--- src/rtl/resv_issue_ctrl_pip1.sv ---
// Issue control for one pip1 reservation station: picks the oldest ready cell per pipe,
// arbitrates the single removal slot, and tracks occupancy/allocation.
module resv_issue_ctrl_pip1 #(
  parameter int                 N_cell    = 8,
  parameter int                 W_ident   = 4,
  parameter int                 W_pkt     = 139,
  parameter logic [W_ident-1:0] unused_cd = {W_ident{1'b1}}
) (
  input  logic                      clk,
  input  logic                      clear,
  input  logic [N_cell*W_ident-1:0] cand0_vec,
  input  logic [N_cell*W_ident-1:0] cand1_vec,
  input  logic [N_cell*W_pkt-1:0]   cell_pkt,
  input  logic                      dp_valid,
  output logic                      dp_ready,
  output logic [W_ident-1:0]        addr_insert,
  output logic [W_ident-1:0]        addr_shift,
  output logic                      x0_valid,
  input  logic                      x0_ready,
  output logic [W_pkt-1:0]          x0_pkt,
  output logic                      x1_valid,
  input  logic                      x1_ready,
  output logic [W_pkt-1:0]          x1_pkt,
  output logic [W_ident-1:0]        occupancy
);

  localparam logic [W_ident-1:0] full_cnt = W_ident'(N_cell);

  logic [W_ident-1:0] occupancy_q, occupancy_d;
  logic               last_grant_q, last_grant_d;
  logic               x0_valid_q, x0_valid_d, x1_valid_q, x1_valid_d;
  logic [W_pkt-1:0]   x0_pkt_q, x0_pkt_d, x1_pkt_q, x1_pkt_d;

  logic [W_ident-1:0] sel0, sel1;
  logic               has0, has1;
  logic [W_pkt-1:0]   pick0, pick1;
  logic               elig0, elig1, gnt0, gnt1, rem, ins;

  // Oldest-first selection; cells at or above the occupancy count may hold stale codes.
  // NOTE: every always_comb output gets a default first so no latch is inferred.
  always_comb begin
    sel0  = unused_cd;
    sel1  = unused_cd;
    has0  = 1'b0;
    has1  = 1'b0;
    pick0 = '0;
    pick1 = '0;
    for (int k = N_cell - 1; k >= 0; k--) begin
      if (W_ident'(k) < occupancy_q && cand0_vec[k*W_ident +: W_ident] != unused_cd) begin
        sel0  = W_ident'(k);
        has0  = 1'b1;
        pick0 = cell_pkt[k*W_pkt +: W_pkt];
      end
      if (W_ident'(k) < occupancy_q && cand1_vec[k*W_ident +: W_ident] != unused_cd) begin
        sel1  = W_ident'(k);
        has1  = 1'b1;
        pick1 = cell_pkt[k*W_pkt +: W_pkt];
      end
    end
  end

  always_comb begin
    elig0 = !clear && has0 && (!x0_valid_q || x0_ready);
    elig1 = !clear && has1 && (!x1_valid_q || x1_ready);
    // Single shift chain: when both pipes could issue, alternate starting away from the last winner.
    gnt0  = elig0 && (!elig1 || last_grant_q);
    gnt1  = elig1 && (!elig0 || !last_grant_q);
    rem   = gnt0 || gnt1;

    addr_shift = gnt0 ? sel0 : (gnt1 ? sel1 : unused_cd);

    // No bypass of a same-cycle removal into dp_ready, which keeps it off the selection path.
    dp_ready    = !clear && (occupancy_q != full_cnt);
    ins         = dp_valid && dp_ready;
    addr_insert = ins ? (occupancy_q - W_ident'(rem)) : unused_cd;
    occupancy_d = occupancy_q + W_ident'(ins) - W_ident'(rem);

    last_grant_d = last_grant_q;
    if (gnt0)      last_grant_d = 1'b0;
    else if (gnt1) last_grant_d = 1'b1;

    x0_valid_d = x0_valid_q;
    x0_pkt_d   = x0_pkt_q;
    if (gnt0) begin
      x0_valid_d = 1'b1;
      x0_pkt_d   = pick0;
    end else if (x0_valid_q && x0_ready) begin
      x0_valid_d = 1'b0;
    end

    x1_valid_d = x1_valid_q;
    x1_pkt_d   = x1_pkt_q;
    if (gnt1) begin
      x1_valid_d = 1'b1;
      x1_pkt_d   = pick1;
    end else if (x1_valid_q && x1_ready) begin
      x1_valid_d = 1'b0;
    end
  end

  // NOTE: sequential state uses non-blocking assignments so all flops update together.
  always_ff @(posedge clk) begin
    if (clear) begin
      occupancy_q  <= '0;
      last_grant_q <= 1'b1;
      x0_valid_q   <= 1'b0;
      x1_valid_q   <= 1'b0;
      x0_pkt_q     <= '0;
      x1_pkt_q     <= '0;
    end else begin
      occupancy_q  <= occupancy_d;
      last_grant_q <= last_grant_d;
      x0_valid_q   <= x0_valid_d;
      x1_valid_q   <= x1_valid_d;
      x0_pkt_q     <= x0_pkt_d;
      x1_pkt_q     <= x1_pkt_d;
    end
  end

  assign x0_valid  = x0_valid_q;
  assign x1_valid  = x1_valid_q;
  assign x0_pkt    = x0_pkt_q;
  assign x1_pkt    = x1_pkt_q;
  assign occupancy = occupancy_q;

endmodule

--- config.mk ---
export PLATFORM = sky130hd
export DESIGN_NAME = resv_issue_ctrl_pip1
export DESIGN_NICKNAME = d
export VERILOG_FILES = /design/src/rtl/resv_issue_ctrl_pip1.sv
export SDC_FILE = /design/constraint.sdc
export NUM_CORES = 2
export LEC_CHECK = 0
export CORE_AREA = 2 2 576 578
export CTS_CLUSTER_DIAMETER = 50
export CTS_CLUSTER_SIZE = 30
export DETAILED_ROUTE_END_ITERATION = 8
export DIE_AREA = 0 0 578 580
export GPL_TIMING_DRIVEN = 0
export PLACE_DENSITY = 0.3
export SYNTH_ARGS = -nofsm -noshare
export SYNTH_HDL_FRONTEND = slang
export SYNTH_SLANG_ARGS = --single-unit
--- constraint.sdc ---
create_clock -name clk -period 6.8 [get_ports clk]
set_input_delay 1.36 -clock clk [delete_from_list [all_inputs] [get_ports clk]]
set_output_delay 1.36 -clock clk [all_outputs]
set_load 0.01 [all_outputs]
==> metrics.md <==
| Metric | Value |
|---|---|
| Largest net degree at the start of global routing | 29 |
| Worst min-delay path category | flip-flop to flip-flop |
| Skew-Pair Late Insertion Delay | 0.73 ns |
| Final Setup Violations | 0 |
| Max Cap Viol | 5 |
| Largest fanout on the critical path | 10 |
| Count of hold-fix buffers inserted at cts | 0 |
| Die W | between 500 and 600 µm |
| Top cells by count, synth | a21oi_1 (660), nor2_1 (509), clkbuf_1 (467) |
| Post-synth top area cell | dfxtp_1 |
| Yosys Warn Count | 0 |
| Share of power burned in registers | 0.083 |
| Layout Nets | between 7000 and 8000 |
| Syn nets | 5524 |
| Worst Path Arrival | 5.43 ns |
| CTS root buffer | clkbuf_16 |
| Pwr/cell area | 560.1 nW/µm² |
| Pleak | 0.01747 µW |
| Port Buffers | 1473 |
| Synth top area cells | dfxtp_1 (19%), a21oi_1 (11%), o221ai_1 (8.1%) |
| DR vias | 51950 |
| Total wire length | about 510 mm |
| TritonCTS clock tree | yes |
| Post-DR wirelength/cell | 48.64 µm |
| CP Data Required Time | ~5.4 ns |
| Final Hold Viols | 0 |
| Layout area overhead | 83.27% |
| Worst hold path startpoint | x0_pkt[81] |
| Area of the die | 335200 µm² |
| Primary FF master, synth | dfxtp_1 |
| Max VDD drop | around 0.25 mV |
| Relative slew margins | -0.03679 |
| First-pass GRT wire length | 618.6 mm |
| Routability cong. | 0.9230 |
| Cells after Synth | 4331 |
| Top cell type's share of synthesized area | 0.1936 |
| CP startpoint kind | input port |
| Count leader, synth | a21oi_1 |
| Placed wire-length estimate | 427.1 mm |
| Setup Skew | 0.04810 ns |
| Design Area, Final | 54000 µm² |
| CP Capture Type | output pin |
| Max Slew Vio Count | 44 |
| Initial Utilization | 0.08950 |
| Die extent in y | 580 µm |
| Placed cell area | 50670 µm² |
| Overall Global Routing Usage | 0.2907 |
| Footprint of the multi-input gates | 21640 µm² |
| Post-synthesis cell area | 29460 µm² |
| Boundary pin count | 1474 |
| RSZ-0062 raised after global routing | false |
| Antenna viol nets, final | 0 |
| CTS max path bufs | 3 |
| Yosys cell types | 57 |
| Setup CP Type | input port to output pin |
| Comb power frac | 0.787 |
| Worst Tran Pin Value | between 1.5 and 2 ns |
| DR DRC count | 0 |
| Core area | 329200 µm² |
| Pint | 10580 µW |
| Initial antenna violation count | about 340 |
| Setup TNS | 0 ns |
| H-tree Lvls | 3 |
| Mean area per synthesized cell | 6.803 µm² |
| Total gr overflow | 0 |
| Share of cells above drive strength 1 | 0.06626 |
| Clock power frac | 0.130 |
| Sw frac | 0.6503 |
| Share of the yosys chip area belonging to registers | 0.1936 |
| #FFs+latches synth | 285 |
| CTS buffer count | 76 |
| Row Count | 211 |
| Reg area | 5710 µm² |
| Failing checks | max-capacitance violations, max-slew violations |
| Net Sw Power | 19670 µW |
| Outcome | finished, violations left |
| CP startpoint | cand0_vec[14] |
| Fillers | 37530 |
| Vias in the first global route | 48960 |
| Crit path time final | 6.789 ns |
| Final Cycle Share | 0.9984 |
| WHS | ~0.48 ns |
| Post-synth ARST share | 0 |
| RR Startpoint | occupancy[3] |
| Total iterations of the first detailed-routing run | 9 |
| Post-synth EDFFs | 0 |
| Sinks on Clock Net | approximately 290 |
| CTS clk-pin slew, worst paths | 0.05 ns |
| DR iter-0 viols | between 7000 and 8000 |
| Peak Freq | 0.1473 GHz |
| Vias/cell | 4.948 |
==> layout make-up <==
cell class,count,area share
buffer,547,0.04393
antenna,143,0.006627
multi-input combinational,3476,0.4007
timing repair buffer,1533,0.2908
clock inverter,51,0.01263
tap,4366,0.1012
sequential,285,0.1058
inverter,12,0.001066
clock buffer,88,0.03735
==> flip-flops by register name, summed over array words and instances (netlist names) <==
signal	flops
x0_pkt	139
x1_pkt	139
occupancy	4
last_grant_q	1
x0_valid	1
x1_valid	1
==> worst max-delay path, cell delays in order <==
cell,delay (ns)
clkdlybuf4s50_1,0.53
a41o_1,0.28
buf_4,0.25
o21ai_2,0.17
or4_1,0.63
o21ai_1,0.20
buf_2,0.91
nand2_4,0.27
a2bb2oi_1,0.21
clkdlybuf4s50_1,0.61
==> timing repair <==
item	in CTS	in global routing
resized for setup	54	1
buffers inserted	15	0
setup endpoints to repair	293	1
cloned	0	0
pin swaps	9	0
==> path summary, 6_finish.rpt <==
check	to	slack, ns	cells past startpoint
worst max-delay path	addr_shift[2]	0.01	10
worst min-delay path	x0_pkt[81]	0.48	2
worst min register to register	x0_pkt[81]	0.48	2
worst max register to register	x0_pkt[0]	0.41	14
==> per-stage QoR <==
step	worst slack (ns)	cells	utilization	total power [µW]
finish	0.01114	10500	0.1640	30240
global route	0.007810	10410	0.1633	30610
CTS	0.005913	10360	0.1629	29790
detailed placement	-3.515	10220	0.1539	25650
global placement	-4.983	10170	0.1509	25290
floorplan	1.747	4331	-	11270
==> power groups by stage <==
stage,sequential [µW],combinational [µW],clock [µW]
3_5_place_dp,2510,23100,0
6_report,2500,23800,3940
3_3_place_gp,2510,22800,0
2_1_floorplan,2550,8720,0
5_1_grt,2530,24000,4090
4_1_cts,2500,23300,4020
==> cell usage in the layout (no fill, tap or decap), types with 91 or more instances in the layout <==
cell type / instances
nor3_1: 220
nor4_1: 104
a221oi_1: 218
a211oi_1: 152
nand2_1: 229
a221o_1: 104
o21ai_0: 224
a21oi_1: 660
o221ai_1: 272
mux2i_1: 205
clkdlybuf4s50_1: 1472
dfxtp_1: 283
a31oi_1: 109
diode_2: 143
nand4_1: 91
nor2_1: 501
clkbuf_1: 389
or3_1: 106
==> metal layers <==
layer / vias up / wire, µm / part of all wire / GRT usage
li1: 20470 / - / - / -
met1: 26130 / 199800 / 0.39 / 0.3465
met2: 4262 / 230100 / 0.45 / 0.4651
met3: 942 / 56350 / 0.11 / 0.1068
met4: 146 / 23630 / 0.046 / 0.1240
met5: - / 926 / 0.0018 / 0
==> cells by family after synthesis <==
logic type,count (synthesis),share of synthesized area
DFF,285,0.1936
and+or+nand+nor,1451,0.2382
muxes,205,0.06965
adders and majority gates,12,0.005351
xor gates and xnor gates,3,0.0008920
AOI/OAI and AO/OA,1805,0.4155
buffers and inverters,570,0.07678
No activity file was read; power rests on OpenSTA's default activity.
